===== src/rtl/median_pkg.sv =====
// Shared types and constants for the median window collector and sort network.
package median_pkg;

    localparam int unsigned MEDIAN_WIN = 10;

    typedef logic [31:0] data_t;
    typedef logic [15:0] seq_t;
    typedef logic [3:0]  need_t;

    typedef enum logic [1:0] {
        StFill,
        StGap,
        StEmit
    } win_state_e;

endpackage


===== src/rtl/median_window_ctrl.sv =====
// Window control: FSM, remaining-accept counter, window sequence number and
// input/output handshake logic. Emits a shift-enable for the lane register.
module median_window_ctrl
    import median_pkg::*;
#(
    parameter int unsigned STRIDE = 1
) (
    input  logic i_clk,
    input  logic i_rst_n,
    input  logic i_flush,
    input  logic i_in_valid,
    input  logic i_out_ready,
    output logic o_in_ready,
    output logic o_out_valid,
    output logic o_shift_en,
    output seq_t o_out_seq
);

    localparam need_t NEED_FULL      = need_t'(MEDIAN_WIN);
    localparam need_t NEED_STRIDE    = need_t'(STRIDE);
    localparam need_t NEED_STRIDE_M1 = need_t'(STRIDE - 1);

    win_state_e r_state, w_state_d;
    need_t      r_need, w_need_d;
    seq_t       r_seq, w_seq_d;

    logic w_out_valid;
    logic w_in_ready;
    logic w_accept;
    logic w_out_hs;

    assign w_out_valid = (r_state == StEmit);
    // The window is frozen while presented; a new sample may only enter
    // in the same cycle the current window is taken.
    assign w_in_ready  = !w_out_valid || i_out_ready;
    assign w_accept    = i_in_valid && w_in_ready;
    assign w_out_hs    = w_out_valid && i_out_ready;

    always_comb begin
        w_state_d = r_state;
        w_need_d  = r_need;
        w_seq_d   = r_seq;
        if (i_flush) begin
            w_state_d = StFill;
            w_need_d  = NEED_FULL;
            w_seq_d   = '0;
        end else begin
            case (r_state)
                StFill, StGap: begin
                    if (w_accept) begin
                        if (r_need == need_t'(1)) begin
                            w_state_d = StEmit;
                            w_need_d  = '0;
                        end else begin
                            w_need_d = r_need - need_t'(1);
                        end
                    end
                end
                StEmit: begin
                    if (w_out_hs) begin
                        w_seq_d = r_seq + seq_t'(1);
                        if (w_accept && (STRIDE == 1)) begin
                            w_state_d = StEmit;
                            w_need_d  = '0;
                        end else if (w_accept) begin
                            w_state_d = StGap;
                            w_need_d  = NEED_STRIDE_M1;
                        end else begin
                            w_state_d = StGap;
                            w_need_d  = NEED_STRIDE;
                        end
                    end
                end
                default: begin
                    w_state_d = StFill;
                    w_need_d  = NEED_FULL;
                end
            endcase
        end
    end

    always_ff @(posedge i_clk or negedge i_rst_n) begin
        if (!i_rst_n) begin
            r_state <= StFill;
            r_need  <= NEED_FULL;
            r_seq   <= '0;
        end else begin
            r_state <= w_state_d;
            r_need  <= w_need_d;
            r_seq   <= w_seq_d;
        end
    end

    assign o_in_ready  = w_in_ready;
    assign o_out_valid = w_out_valid;
    assign o_shift_en  = w_accept && !i_flush;
    assign o_out_seq   = r_seq;

endmodule


===== src/rtl/median_window_10.sv =====
// Sliding 10-sample window collector feeding the median sort network;
// win_0 is the oldest sample, win_9 the newest.
module median_window_10
    import median_pkg::*;
#(
    parameter int unsigned STRIDE = 1
) (
    input  logic  i_clk,
    input  logic  i_rst_n,
    input  logic  i_flush,
    input  logic  i_in_valid,
    input  data_t i_in_data,
    output logic  o_in_ready,
    output logic  o_out_valid,
    input  logic  i_out_ready,
    output data_t o_win_0,
    output data_t o_win_1,
    output data_t o_win_2,
    output data_t o_win_3,
    output data_t o_win_4,
    output data_t o_win_5,
    output data_t o_win_6,
    output data_t o_win_7,
    output data_t o_win_8,
    output data_t o_win_9,
    output seq_t  o_out_seq
);

    if ((STRIDE < 1) || (STRIDE > MEDIAN_WIN)) begin : g_bad_stride
        $error("median_window_10: STRIDE must be in 1..10");
    end

    logic  w_shift_en;
    data_t r_win [MEDIAN_WIN];

    median_window_ctrl #(
        .STRIDE(STRIDE)
    ) u_ctrl (
        .i_clk      (i_clk),
        .i_rst_n    (i_rst_n),
        .i_flush    (i_flush),
        .i_in_valid (i_in_valid),
        .i_out_ready(i_out_ready),
        .o_in_ready (o_in_ready),
        .o_out_valid(o_out_valid),
        .o_shift_en (w_shift_en),
        .o_out_seq  (o_out_seq)
    );

    always_ff @(posedge i_clk or negedge i_rst_n) begin
        if (!i_rst_n) begin
            for (int unsigned i = 0; i < MEDIAN_WIN; i++) r_win[i] <= '0;
        end else if (i_flush) begin
            for (int unsigned i = 0; i < MEDIAN_WIN; i++) r_win[i] <= '0;
        end else if (w_shift_en) begin
            for (int unsigned i = 0; i < MEDIAN_WIN - 1; i++) r_win[i] <= r_win[i+1];
            r_win[MEDIAN_WIN-1] <= i_in_data;
        end
    end

    assign o_win_0 = r_win[0];
    assign o_win_1 = r_win[1];
    assign o_win_2 = r_win[2];
    assign o_win_3 = r_win[3];
    assign o_win_4 = r_win[4];
    assign o_win_5 = r_win[5];
    assign o_win_6 = r_win[6];
    assign o_win_7 = r_win[7];
    assign o_win_8 = r_win[8];
    assign o_win_9 = r_win[9];

endmodule


===== config.mk =====
export PLATFORM = sky130hd
export DESIGN_NAME = median_window_10
export DESIGN_NICKNAME = d
export VERILOG_FILES = /design/src/rtl/median_pkg.sv /design/src/rtl/median_window_ctrl.sv /design/src/rtl/median_window_10.sv
export SDC_FILE = /design/constraint.sdc
export NUM_CORES = 1
export LEC_CHECK = 0
export ABC_AREA = 1
export CAP_MARGIN = 5
export CORE_MARGIN = 2
export CORE_UTILIZATION = 30
export DETAILED_ROUTE_END_ITERATION = 7
export PLACE_DENSITY_LB_ADDON = 0.12
export SYNTH_ARGS = -nofsm -noshare
export SYNTH_HDL_FRONTEND = slang
export SYNTH_SLANG_ARGS = --single-unit

===== constraint.sdc =====
create_clock -name i_clk -period 4.6 [get_ports i_clk]
set_input_delay 0.46 -clock i_clk [delete_from_list [all_inputs] [get_ports i_clk]]
set_output_delay 0.46 -clock i_clk [all_outputs]
set_load 0.02 [all_outputs]

==> reports/metrics.cfg <==
[power_and_ir_drop]
vdd_ir_drop_max_mv=0.2292
power.total_mw=6.917
switching_share_pct=25.42
power_density_nw_per_um2=362.8
p_comb_share_pct=9.3
power_switching_mw=1.759
seqPwrFrac_pct=45.3
clock_power_share_pct=45.5
p_int_mw=5.158
p_leak_nw=7.842

[setup_path]
cp_max_fo=142
setup.worst_path.class=flip-flop to flip-flop
cpPeakStageDelay_ns=0.72
critPathLaunchType=flip-flop
ff2ff_path_depth=8
required_ns=5.07
r2r_start=u_ctrl.r_state[1]
cp_top_family=buffers and inverters
critical_path_buf_inv_count=3
path_cells=inv_2 > nor2_4 > nand2_2 > nand2_8 > inv_8 > buf_4 > nand3_1 > o21ai_0
rr_endpoint=o_win_7[8]
cp.arrival_ns=3.17
r2r_setup_slack_ns=1.90
cp-end-kind=flip-flop
critPathSlowestCell=inv_8
crit_start=u_ctrl.r_state[1]

[routing]
post-route-drc-count=0
met2WireLength_um=18730
wire_per_inst_um=18.31
wl_met3_um=3371
vias_per_cell=4.778
drt_iter0_drc=953
highest_layer=met4
routed_wl_um=43130
drt-pass1-iter-count=6
vias=11250
wl_met1_um=20260
ant_nets=0

[cts]
cts_setup_buffers=0
cts_resized=0
h-tree-depth=2
cts-root-buf=clkbuf_16
clkLatencyLatePin_ns=0.55
cts_sinks=342
cts_tree=done
path_clk_slew_ns=0.06
cts_hold_buf=0
cts-buffers-inserted=42
clockBufferDepth=3

[final_layout]
design_area_um2=19060
final_cells=2355
final_common_cell=clkdlybuf4s50_1
multiInputGateArea_um2=4259
final_cell_mix=373 x clkdlybuf4s50_1, 340 x dfrtp_1, 303 x nand3_1, 261 x o21ai_0, 191 x nand2_1
area.growth.synth_to_final_pct=39.83
nFillCells=4499
n_antenna_cell=0
final_util_pct=42.28
drive_gt1_share_pct=4.957
regArea_um2=8561
num-nets-final=1769

[placement]
place_area_um2=17760
dp_hpwl_um=28150
place_inst=2285
portBuffers=374
post-place-ws_ns=1.488
gp_congestion=0.8137

[die]
die_width_um=217.2
ios=375
row_count=78
fp.dieH_um=217.2
die-area_um2=47170
core_um2=45090
initial_core_util_pct=30.24

[worst_hold_path]
hold_class=primary input to asynchronous set/reset pin

[timing]
finClkSkew_ns=0.007380
maxSlewViolCount=0
period_minus_slack_ns=2.701
worst_slew_pin_slew_ns=1.033
rsz0062_at_grt=false
hold_slack_ns=-0.03752
setup_violations=0
fin_crit_sh_pct=58.72
hold_viol=8
slew_headroom_pct=30.90
max_freq_ghz=0.3702
worst_slack_ns=1.899
fin_tns_setup_ns=0

[yosys]
syn_inst=1415
syn_area_um2=13630
syn_avg_cell_area_um2=9.635
synthesis.nets=1455
synth_seq_area_share_pct=62.79
yosysUniqueCellTypes=27
ys.warnings.count=0
synth-seq-cells=342

[grt]
grt_max_degree=207
antenna_found_initial=0
grt_overflow=0
grt_pass1_vias=11020
grt.total_usage_pct=18.16
grt_pass1_wl_um=67520

[status]
violations=negative hold slack
status=complete, but fails checks

[job]
cap_violations=0

power groups by stage:
stage | Clock [mW] | Combinational, mW | Sequential [mW]
global placement | 0 | 0.646 | 3.18
CTS | 3.24 | 0.656 | 3.13
finish | 3.14 | 0.641 | 3.13
detailed placement | 0 | 0.653 | 3.18
global route | 3.37 | 0.712 | 3.14
floorplan | 0 | 0.319 | 3.23
cell usage after synthesis, drive strengths merged:
cell type,number,area [um^2]
dfstp,2,52.55
a31oi,2,12.51
nor3,5,25.02
nand3,303,1516
o31ai,18,135.1
inv,71,266.5
buf,43,280.3
nor2,38,150.1
o22ai,2,12.51
nand4,2,12.51
nand3b,1,7.510
o21ai,307,1548
dfrtp,340,8508
nand2,194,740.7
a21oi,9,45.04
ha,3,37.54
clkbuf,75,282.8
sequential cells by signal (all words and copies together) (netlist names):
register,cells
o_win_3,32
o_win_1,32
o_win_5,32
o_win_4,32
o_win_2,32
o_win_9,32
u_ctrl.r_need,4
u_ctrl.o_out_seq,16
u_ctrl.r_state,2
o_win_8,32
o_win_7,32
o_win_6,32
o_win_0,32
cells by family after synthesis:
| kind of cell | after synthesis | share of synthesized area (%) |
|---|---|---|
| AO/OA/AOI/OAI | 338 | 12.86 |
| adder cells (fa/ha/maj) | 3 | 0.2754 |
| buffers and inverters | 189 | 6.085 |
| flip-flops | 342 | 62.79 |
| AND/OR/NAND/NOR | 543 | 17.99 |
per-layer routing:
metal	up-vias	GRT usage, %
li1	5474	-
met1	5378	26.34
met2	347	26.11
met3	54	6.024
met4	0	4.155
met5	-	0
worst max-delay path by stage:
| stage | depth (start not counted) | end |
|---|---|---|
| 2_1_floorplan | 11 | o_win_3[10] |
| 3_3_place_gp | 8 | o_win_1[19] |
| 3_5_place_dp | 8 | o_win_1[12] |
| 4_1_cts | 8 | o_win_1[12] |
| 5_1_grt | 8 | o_win_7[29] |
| 6_report | 8 | o_win_7[8] |
cell type report:
cell class / instances / share of cell area [%]
tap: 600 / 3.938
clock buffer: 64 / 6.701
clock inverter: 6 / 0.1575
inverter: 71 / 1.477
multi-input combinational: 884 / 22.34
timing repair buffer: 388 / 20.48
sequential: 342 / 44.91
Power figures use the tool's default switching activity.
